## src/rtl/mips_pkg.sv

```systemverilog
`default_nettype none
// ----------------------------------------------------------------------------
// mips_pkg : constants and types shared across the MIPS pipeline stages
// Rev 1.0
// ----------------------------------------------------------------------------
package mips_pkg;

  localparam int INSTR_W = 32;
  localparam int PC_STEP = 4;
  localparam int PC_W    = 32;
  localparam logic [INSTR_W-1:0] NOP_INSTR = 32'h0000_0000;

  typedef struct packed {
    logic [INSTR_W-1:0] instr;
    logic [PC_W-1:0]    pc;
  } fetch_entry_t;

  localparam int FETCH_ENTRY_W = $bits(fetch_entry_t);

endpackage
`default_nettype wire

```

## src/rtl/fetch_skid_buf.sv

```systemverilog
`default_nettype none
// ----------------------------------------------------------------------------
// fetch_skid_buf : 2-entry FIFO; head register doubles as the stage output
// Rev 1.0
// ----------------------------------------------------------------------------
import mips_pkg::*;

module fetch_skid_buf #(
  parameter int WIDTH = FETCH_ENTRY_W
) (
  input  logic             clk,
  input  logic             rst,
  input  logic             i_push,
  input  logic [WIDTH-1:0] i_push_data,
  input  logic             i_pop,
  input  logic             i_flush,
  output logic [1:0]       o_count,
  output logic             o_head_valid,
  output logic [WIDTH-1:0] o_head_data
);

  logic [WIDTH-1:0] r_head;
  logic [WIDTH-1:0] r_tail;
  logic [1:0]       r_count;
  logic             w_pop;

  assign w_pop        = i_pop && (r_count != 2'd0);
  assign o_count      = r_count;
  assign o_head_valid = (r_count != 2'd0);
  assign o_head_data  = r_head;

  // Flush only clears the count so the head keeps its last contents.
  always_ff @(posedge clk or negedge rst) begin
    if (!rst) begin
      r_head  <= '0;
      r_tail  <= '0;
      r_count <= 2'd0;
    end else if (i_flush) begin
      r_count <= 2'd0;
    end else if (w_pop && i_push) begin
      if (r_count == 2'd2) begin
        r_head <= r_tail;
        r_tail <= i_push_data;
      end else begin
        r_head <= i_push_data;
      end
    end else if (w_pop) begin
      if (r_count == 2'd2) begin
        r_head <= r_tail;
      end
      r_count <= r_count - 2'd1;
    end else if (i_push) begin
      if (r_count == 2'd0) begin
        r_head <= i_push_data;
      end else begin
        r_tail <= i_push_data;
      end
      if (r_count != 2'd2) begin
        r_count <= r_count + 2'd1;
      end
    end
  end

`ifndef SYNTHESIS
  a_no_overflow: assert property (@(posedge clk) disable iff (!rst)
    !(i_push && !w_pop && !i_flush && (r_count == 2'd2)))
    else $error("fetch_skid_buf: push into a full buffer");
`endif

endmodule
`default_nettype wire

```

## src/rtl/if_fetch_stage.sv

```systemverilog
`default_nettype none
// ----------------------------------------------------------------------------
// if_fetch_stage : PC, imem request credit logic and skid-buffered IF output
// Rev 1.0
// ----------------------------------------------------------------------------
import mips_pkg::*;

module if_fetch_stage #(
  parameter int                ADDR_W   = 32,
  parameter int                DATA_W   = INSTR_W,
  parameter logic [ADDR_W-1:0] RESET_PC = '0
) (
  input  logic              clk,
  input  logic              rst,
  input  logic              i_stall,
  input  logic              i_redirect,
  input  logic [ADDR_W-1:0] i_redirect_pc,
  output logic              o_imem_req,
  output logic [ADDR_W-1:0] o_imem_addr,
  input  logic [DATA_W-1:0] i_imem_rdata,
  output logic              o_valid,
  output logic [DATA_W-1:0] o_instr,
  output logic [ADDR_W-1:0] o_pc,
  output logic [ADDR_W-1:0] o_pc_plus4
);

  localparam int ENTRY_W = DATA_W + 2 * ADDR_W;

  logic [ADDR_W-1:0]  r_pc;
  logic [ADDR_W-1:0]  r_tag;
  logic               r_inflight;

  logic [1:0]         w_count;
  logic               w_head_valid;
  logic               w_pop;
  logic               w_issue;
  logic               w_push;
  logic [2:0]         w_occ;
  logic [ENTRY_W-1:0] w_push_data;
  logic [ENTRY_W-1:0] w_head_data;
  logic               w_unused_ok;

  assign w_unused_ok = &{1'b0, i_redirect_pc[1:0]};

  // Buffered words plus the one in flight must fit in the two entries.
  assign w_pop   = w_head_valid & ~i_stall & ~i_redirect;
  assign w_occ   = {1'b0, w_count} + {2'b00, r_inflight} - {2'b00, w_pop};
  assign w_issue = rst & ~i_redirect & (w_occ <= 3'd1);

  assign o_imem_req  = w_issue;
  assign o_imem_addr = r_pc;

  assign w_push      = r_inflight & ~i_redirect;
  assign w_push_data = {i_imem_rdata, r_tag, r_tag + ADDR_W'(PC_STEP)};

  always_ff @(posedge clk or negedge rst) begin
    if (!rst) begin
      r_pc       <= RESET_PC;
      r_tag      <= '0;
      r_inflight <= 1'b0;
    end else if (i_redirect) begin
      r_pc       <= {i_redirect_pc[ADDR_W-1:2], 2'b00};
      r_inflight <= 1'b0;
    end else if (w_issue) begin
      r_pc       <= r_pc + ADDR_W'(PC_STEP);
      r_tag      <= r_pc;
      r_inflight <= 1'b1;
    end else begin
      r_inflight <= 1'b0;
    end
  end

  fetch_skid_buf #(
    .WIDTH (ENTRY_W)
  ) u_skid (
    .clk          (clk),
    .rst          (rst),
    .i_push       (w_push),
    .i_push_data  (w_push_data),
    .i_pop        (w_pop),
    .i_flush      (i_redirect),
    .o_count      (w_count),
    .o_head_valid (w_head_valid),
    .o_head_data  (w_head_data)
  );

  assign o_valid = w_head_valid;
  assign {o_instr, o_pc, o_pc_plus4} = w_head_data;

endmodule
`default_nettype wire
```

## config.mk

```make
export PLATFORM = sky130hd
export DESIGN_NAME = if_fetch_stage
export DESIGN_NICKNAME = d
export VERILOG_FILES = /design/src/rtl/mips_pkg.sv /design/src/rtl/fetch_skid_buf.sv /design/src/rtl/if_fetch_stage.sv
export SDC_FILE = /design/constraint.sdc
export NUM_CORES = 1
export LEC_CHECK = 0
export CAP_MARGIN = 20
export CORE_MARGIN = 1
export CORE_UTILIZATION = 49
export CTS_BUF_LIST = sky130_fd_sc_hd__clkbuf_8
export DETAILED_ROUTE_END_ITERATION = 10
export GPL_ROUTABILITY_DRIVEN = 0
export PLACE_DENSITY = 0.79
export SYNTH_ARGS = -nofsm -noshare
export SYNTH_HDL_FRONTEND = slang
export SYNTH_SLANG_ARGS = --single-unit
```

## constraint.sdc

```tcl
create_clock -name clk -period 4 [get_ports clk]
set_clock_uncertainty 0.15 [all_clocks]
set_input_delay 0.8 -clock clk [delete_from_list [all_inputs] [get_ports clk]]
set_output_delay 0.8 -clock clk [all_outputs]
set_load 0.005 [all_outputs]
```

## Yosys cells after proc, flatten, opt, wreduce, memory -nomap -nowiden

Index checks and enable logic that the tools add are counted.

- $add $sub $neg: 6
- Magnitude comparators: 1
- Eq/ne operators: 7
- Mux-type cells: 20
- Bitwise logic cells: 7
- Reduce and logical (&&, ||, !) cells: 14

Operator list:

| cell | number |
|---|---|
| $mux W96 | 11 |
| $add A32 B3 Y32 const B | 2 |
| $mux W32 | 2 |
| $reduce_bool A3 Y1 | 4 |
| $mux W2 | 5 |
| $ne A2 B2 Y1 const B | 4 |
| $reduce_bool A2 Y1 | 3 |
| $and A1 B1 Y1 | 5 |
| $reduce_and A5 Y1 | 1 |
| $reduce_and A4 Y1 | 1 |
| $add A2 B1 Y3 | 1 |
| $le A3 B1 Y1 const B | 1 |
| $ne A3 B3 Y1 const B | 1 |
| $reduce_and A3 Y1 | 1 |
| $sub A3 B1 Y3 | 1 |
| $add A2 B1 Y2 const B | 1 |
| $eq A2 B2 Y1 const B | 1 |
| $logic_and A1 B1 Y1 | 2 |
| $logic_not A2 Y1 | 1 |
| $mux W1 | 2 |
| $ne A2 B1 Y1 const B | 1 |
| $not A1 Y1 | 2 |
| $reduce_and A2 Y1 | 1 |
| $sub A2 B1 Y2 const B | 1 |

- Register bits after elaboration: 259
- Output and inout port bits: 130
- Word-level logic and storage cells: 61

## Longest topological paths before layout

- Word-level depth: 8
- Depth in mapped cells: 15

## Cells and area by module

A second synthesis with hierarchy kept.

- Cells, all modules: 973
- Area, all modules: 12062.8 µm²

By module, submodules not included:

| module | instances | cells an instance | area an instance (µm²) |
|---|---|---|---|
| fetch_skid_buf | 1 | 532 | 8416.8 |
| if_fetch_stage | 1 | 441 | 3646.0 |

## Least setup slack after synthesis

No wires, ideal clock.

- Path kind: input -> output
- Start: input port i_redirect
- End: output port o_imem_req
- Arrival: 3.329 ns
- Slack: -0.279 ns
- Cell stages on the path: 12
- Buffers on the path: 4
- Cells stage by stage: buf_2 clkbuf_1 clkbuf_1 nor3_1 ha_1 inv_1 ha_1 inv_1 fa_1 xor2_1 nor3_4 clkbuf_1

- Cells in the longest elaborated chain, start to end: 5
- Elaborated cells on any way between the ends: 6

Ends and longest elaborated chain:

| what | RTL line | source |
|---|---|---|
| from (decl) | if_fetch_stage.sv:16 | `input logic i_redirect,` |
| $not A1 Y1 (no line) (*) | - |  |
| $and A1 B1 Y1 | if_fetch_stage.sv:46 | `assign w_pop = w_head_valid & ~i_stall & ~i_redirect;` |
| $sub A3 B1 Y3 | if_fetch_stage.sv:47 | `assign w_occ = {1'b0, w_count} + {2'b00, r_inflight} - {2'b00, w_pop};` |
| $le A3 B1 Y1 | if_fetch_stage.sv:48 | `assign w_issue = rst & ~i_redirect & (w_occ <= 3'd1);` |
| $and A1 B1 Y1 (*) | if_fetch_stage.sv:48 |  |
| to (decl) | if_fetch_stage.sv:18 | `output logic o_imem_req,` |

Every way passes the cells marked *; elsewhere a longest branch is shown, timed or not.

## Worst setup path in the final report

- Start: register u_skid.r_count[0], in the netlist u_skid.o_count[0]
- End: output port o_imem_req

- Cells in the longest elaborated chain, start to end: 6
- Elaborated cells on any way between the ends: 7

Ends and longest elaborated chain:

| what | RTL line | source |
|---|---|---|
| from (decl) | fetch_skid_buf.sv:24 | `logic [1:0] r_count;` |
| from (signal assigned) | fetch_skid_buf.sv:51 | `r_count <= r_count - 2'd1;` |
| from (signal assigned) | fetch_skid_buf.sv:59 | `r_count <= r_count + 2'd1;` |
| $reduce_bool A2 Y1 | fetch_skid_buf.sv:29 | `assign o_head_valid = (r_count != 2'd0);` |
| $and A1 B1 Y1 (2 in a row) | if_fetch_stage.sv:46 |  |
| $sub A3 B1 Y3 (*) | if_fetch_stage.sv:47 |  |
| $le A3 B1 Y1 (*) | if_fetch_stage.sv:48 |  |
| $and A1 B1 Y1 (*) | if_fetch_stage.sv:48 |  |

Marked as above.

==> impl_metrics.py <==
metrics = {
    "clocking": {
        "cts-root-to-sink-buffers": 3,
        "tritoncts.num_buffers": 43,
        "clock_tree.root_cell": "clkbuf_8",
        "clock_sink_count": 247,
        "clock_slew_at_the_register_clock_pins_of_the_worst_setup_and_hold_paths_ns": 0.06,
        "cts.htree.levels": 2,
        "cts_tree": "built",
        "clkLatencyLatePin_ns": 0.54,
    },
    "sta": {
        "achievable-frequency_mhz": 267,
        "unrepaired_setup_endpoints_after_global_routing": "false",
        "setup_viol": 0,
        "timing.slew.headroom_pct": 39.3,
        "tightestPinTransition_ns": 0.911,
        "finalMaxSlewViolations": 0,
        "hold_viol_final": 0,
        "timing.final.crit_period_ns": 3.75,
        "final_min_period_over_clock_period_pct": 93.8,
    },
    "synth": {
        "syn_area_per_cell_sq_um": 10.1,
        "synth.top_cell.area_share_pct": 55.2,
        "postSynthCellCount": 1104,
        "syn_area_sq_mm": 0.0112,
        "synth_area_leader_cell": "dfrtp_1",
        "synth_flop_cell": "dfrtp_1",
        "yosys-top-cells-area": "dfrtp_1 (55%), mux2_2 (9.7%), nand2_1 (6.4%)",
        "synth_sequential_area_ratio_pct": 55.2,
        "postSynthRegisterBits": 247,
        "yosysWarnings": 0,
        "fraction_of_registers_with_async_set_or_reset_after_synthesis_pct": 100,
        "post_synth_num_cell_types": 52,
        "synth_enable_flop_cells": 0,
    },
    "detailed_routing": {
        "dr_total_vias": 8879,
        "vias_per_cell": 5.56,
        "ant_nets": 0,
        "total_routed_wirelength_mm": 27.4,
        "number_of_search_and_repair_iterations_in_the_first_detailed_routing_pass": 5,
        "detail_route.drc_violations": 0,
        "routedWlPerCell_um": 17.2,
        "initialDrtViolationCount": 669,
    },
    "place": {
        "io_buffers": 189,
        "placed_cells": 1524,
        "detailed_place_hpwl_mm": 18.2,
    },
    "floorplanning": {
        "initial_core_util_pct": 50.7,
        "fp.dieH_um": 153,
        "rows": 54,
        "die_x_um": 153,
        "fp.dieArea_sq_mm": 0.0235,
        "i_o_pins": 198,
        "core_region_area_sq_mm": 0.0221,
    },
    "layout": {
        "footprint_of_the_flip_flops_and_latches_sq_mm": 0.00618,
        "multi_input_area_sq_mm": 0.00467,
        "synthToLayoutAreaGrowth_pct": 27.1,
        "fill_cells": 1723,
        "finish.net_count": 1364,
        "layout.cells.non_filler": 1596,
        "layout-drive-gt1-share_pct": 14.9,
    },
    "global_route": {
        "number_of_global_route_vias_before_repair": 8666,
        "first_pass_grt_wire_length_mm": 45.2,
        "antenna_found_initial": 0,
        "grt_max_degree": 180,
        "grt_overflow_total": 0,
        "groute.usage.overall_pct": 23.9,
    },
    "job": {
        "cap_viol_max_count": 0,
    },
    "power_and_ir_drop": {
        "report.power.total_mw": 7.78,
        "total_leakage_power_nw": 6.18,
        "vdd.ir_drop.worst_uv": 249,
        "pwr_density_cell_mw_per_mm2": 547,
    },
    "worst_setup_path": {
        "worst-endpoint-arrival_ns": 2.80,
        "cp_cell_sequence": "nor2_2 > nor3_2 > ha_1 > inv_1 > ha_1 > inv_1 > fa_1 > xor2_1 > nor3_4 > buf_2",
        "delay_of_the_slowest_critical_path_stage_ns": 0.49,
        "endpoint_kind": "primary output",
        "cp_slowest_cell": "dfrtp_2",
        "crit_path_max_fanout": 10,
        "critPathLaunchType": "flip-flop",
        "critPathKind": "reg -> out",
        "cp.required_ns": 3.05,
    },
    "min_path": {
        "worstHoldPathType": "reg -> reg",
    },
    "status": {
        "run_status": "complete, no violations",
    },
}
==> area by class of cell <==
class                      count  area share, %
clock inverter                14          0.387
multi-input combinational    770           32.8
clock buffer                  55           5.32
timing repair buffer         217           15.2
inverter                      12          0.316
sequential                   247           43.4
tap                          280           2.46
antenna                        1         0.0176
==> synth_stat cells, types with 3 or more instances <==
master,n
a21oi_1,35
a221o_1,3
a31oi_1,69
and3_1,27
and4_1,3
buf_1,5
buf_2,16
buf_4,6
clkbuf_1,52
dfrtp_1,247
ha_1,4
inv_1,12
mux2_2,96
nand2_1,190
nand2b_1,4
nand3_1,30
nand4_1,20
nor2_1,106
nor3_1,15
nor4_1,7
o211ai_1,3
o21ai_0,63
or3_1,6
xnor2_1,22
xor2_1,28
==> per-stage QoR <==
stage	cell area [sq um]	util [%]	setup WS [ns]	hold slack, ns	setup TNS, ns
3_3_place_gp	13400	60.6	-0.283	0.311	-0.562
6_report	14200	64.4	0.249	0.322	0
4_1_cts	14200	64.3	0.00201	0.330	0
3_5_place_dp	13400	60.6	-0.297	0.317	-0.905
2_1_floorplan	11200	-	0.0114	0.303	0
5_1_grt	14200	64.4	0.105	0.340	0
==> cell usage in the layout (no fill, tap or decap), types with 22 or more instances in the layout <==
master,instances
clkbuf_8,55
a21oi_1,35
dfrtp_1,246
xnor2_1,22
buf_4,22
and3_1,26
o21ai_0,63
mux2_2,96
nand2_1,189
nor2_1,105
inv_1,24
xor2_1,28
clkdlybuf4s50_1,185
a31oi_1,69
nand3_1,30
==> layer usage <==
layer	vias up	track usage, %	part of all wire [%]
met5	-	0	0
met4	0	9.33	2.2
met3	48	4.68	6.5
met2	316	36.2	45
met1	4307	33.9	46
li1	4208	-	-
==> power by group <==
part           internal (mW)  leakage, nW  switching (mW)
registers               3.17         3.04           0.538
logic                   1.14         2.68           0.756
clock network           1.22        0.467           0.966
==> final timing paths <==
path                                               startpoint                                  to  slack [ns]  cells past startpoint
setup / recovery                u_skid.o_count[0]$_DFFE_PN0P_                          o_imem_req        0.25                     10
hold / removal             u_skid.o_head_data[19]$_DFFE_PN0P_  u_skid.o_head_data[19]$_DFFE_PN0P_        0.32                      1
setup reg to reg                u_skid.o_count[0]$_DFFE_PN0P_         o_imem_addr[28]$_DFFE_PN0P_        0.55                     13
hold reg to reg            u_skid.o_head_data[19]$_DFFE_PN0P_  u_skid.o_head_data[19]$_DFFE_PN0P_        0.32                      1
max in group asynchronous                                 rst       u_skid.o_count[0]$_DFFE_PN0P_        2.67                      2
min in group asynchronous                                 rst  u_skid.o_head_data[93]$_DFFE_PN0P_        0.36                      2
==> cells by family (layout without fill, tap and decap cells) <==
| kind of cell | after synthesis | in the layout | share of synthesized area, % |
|---|---|---|---|
| simple gates | 420 | 420 | 16.9 |
| flops | 247 | 247 | 55.2 |
| compound gates | 191 | 191 | 9.99 |
| mux | 98 | 98 | 9.83 |
| buf+inv | 92 | 298 | 3.53 |
| xor+xnor | 50 | 50 | 3.91 |
| fa+ha+maj | 5 | 5 | 0.626 |
| other cells | 1 | 7 | 0.0335 |
==> flip-flops by register name (all words and copies together), names as in the netlist <==
signal              cells
o_imem_addr            30
r_inflight              1
r_tag                  30
u_skid.o_count          2
u_skid.o_head_data     92
u_skid.r_tail          92
==> critical path: cells and delay by family, from the launching register on <==
family | cells | cell delay (ns)
XOR/XNOR | 1 | 0.19
AND/OR/NAND/NOR | 3 | 0.50
buffers and inverters | 3 | 0.25
adder cells (fa/ha/maj) | 3 | 0.81
flip-flops | 1 | 0.49
==> repair_timing <==
action / in CTS / in global routing
buffers inserted: 0 / 1
gates resized for setup: 4 / 3
setup endpoints to repair: 1 / 1
hold buffers: 0 / 0
hold endpoints to repair: 0 / 0
pin swaps: 1 / 4
Power figures use the tool's default switching activity.
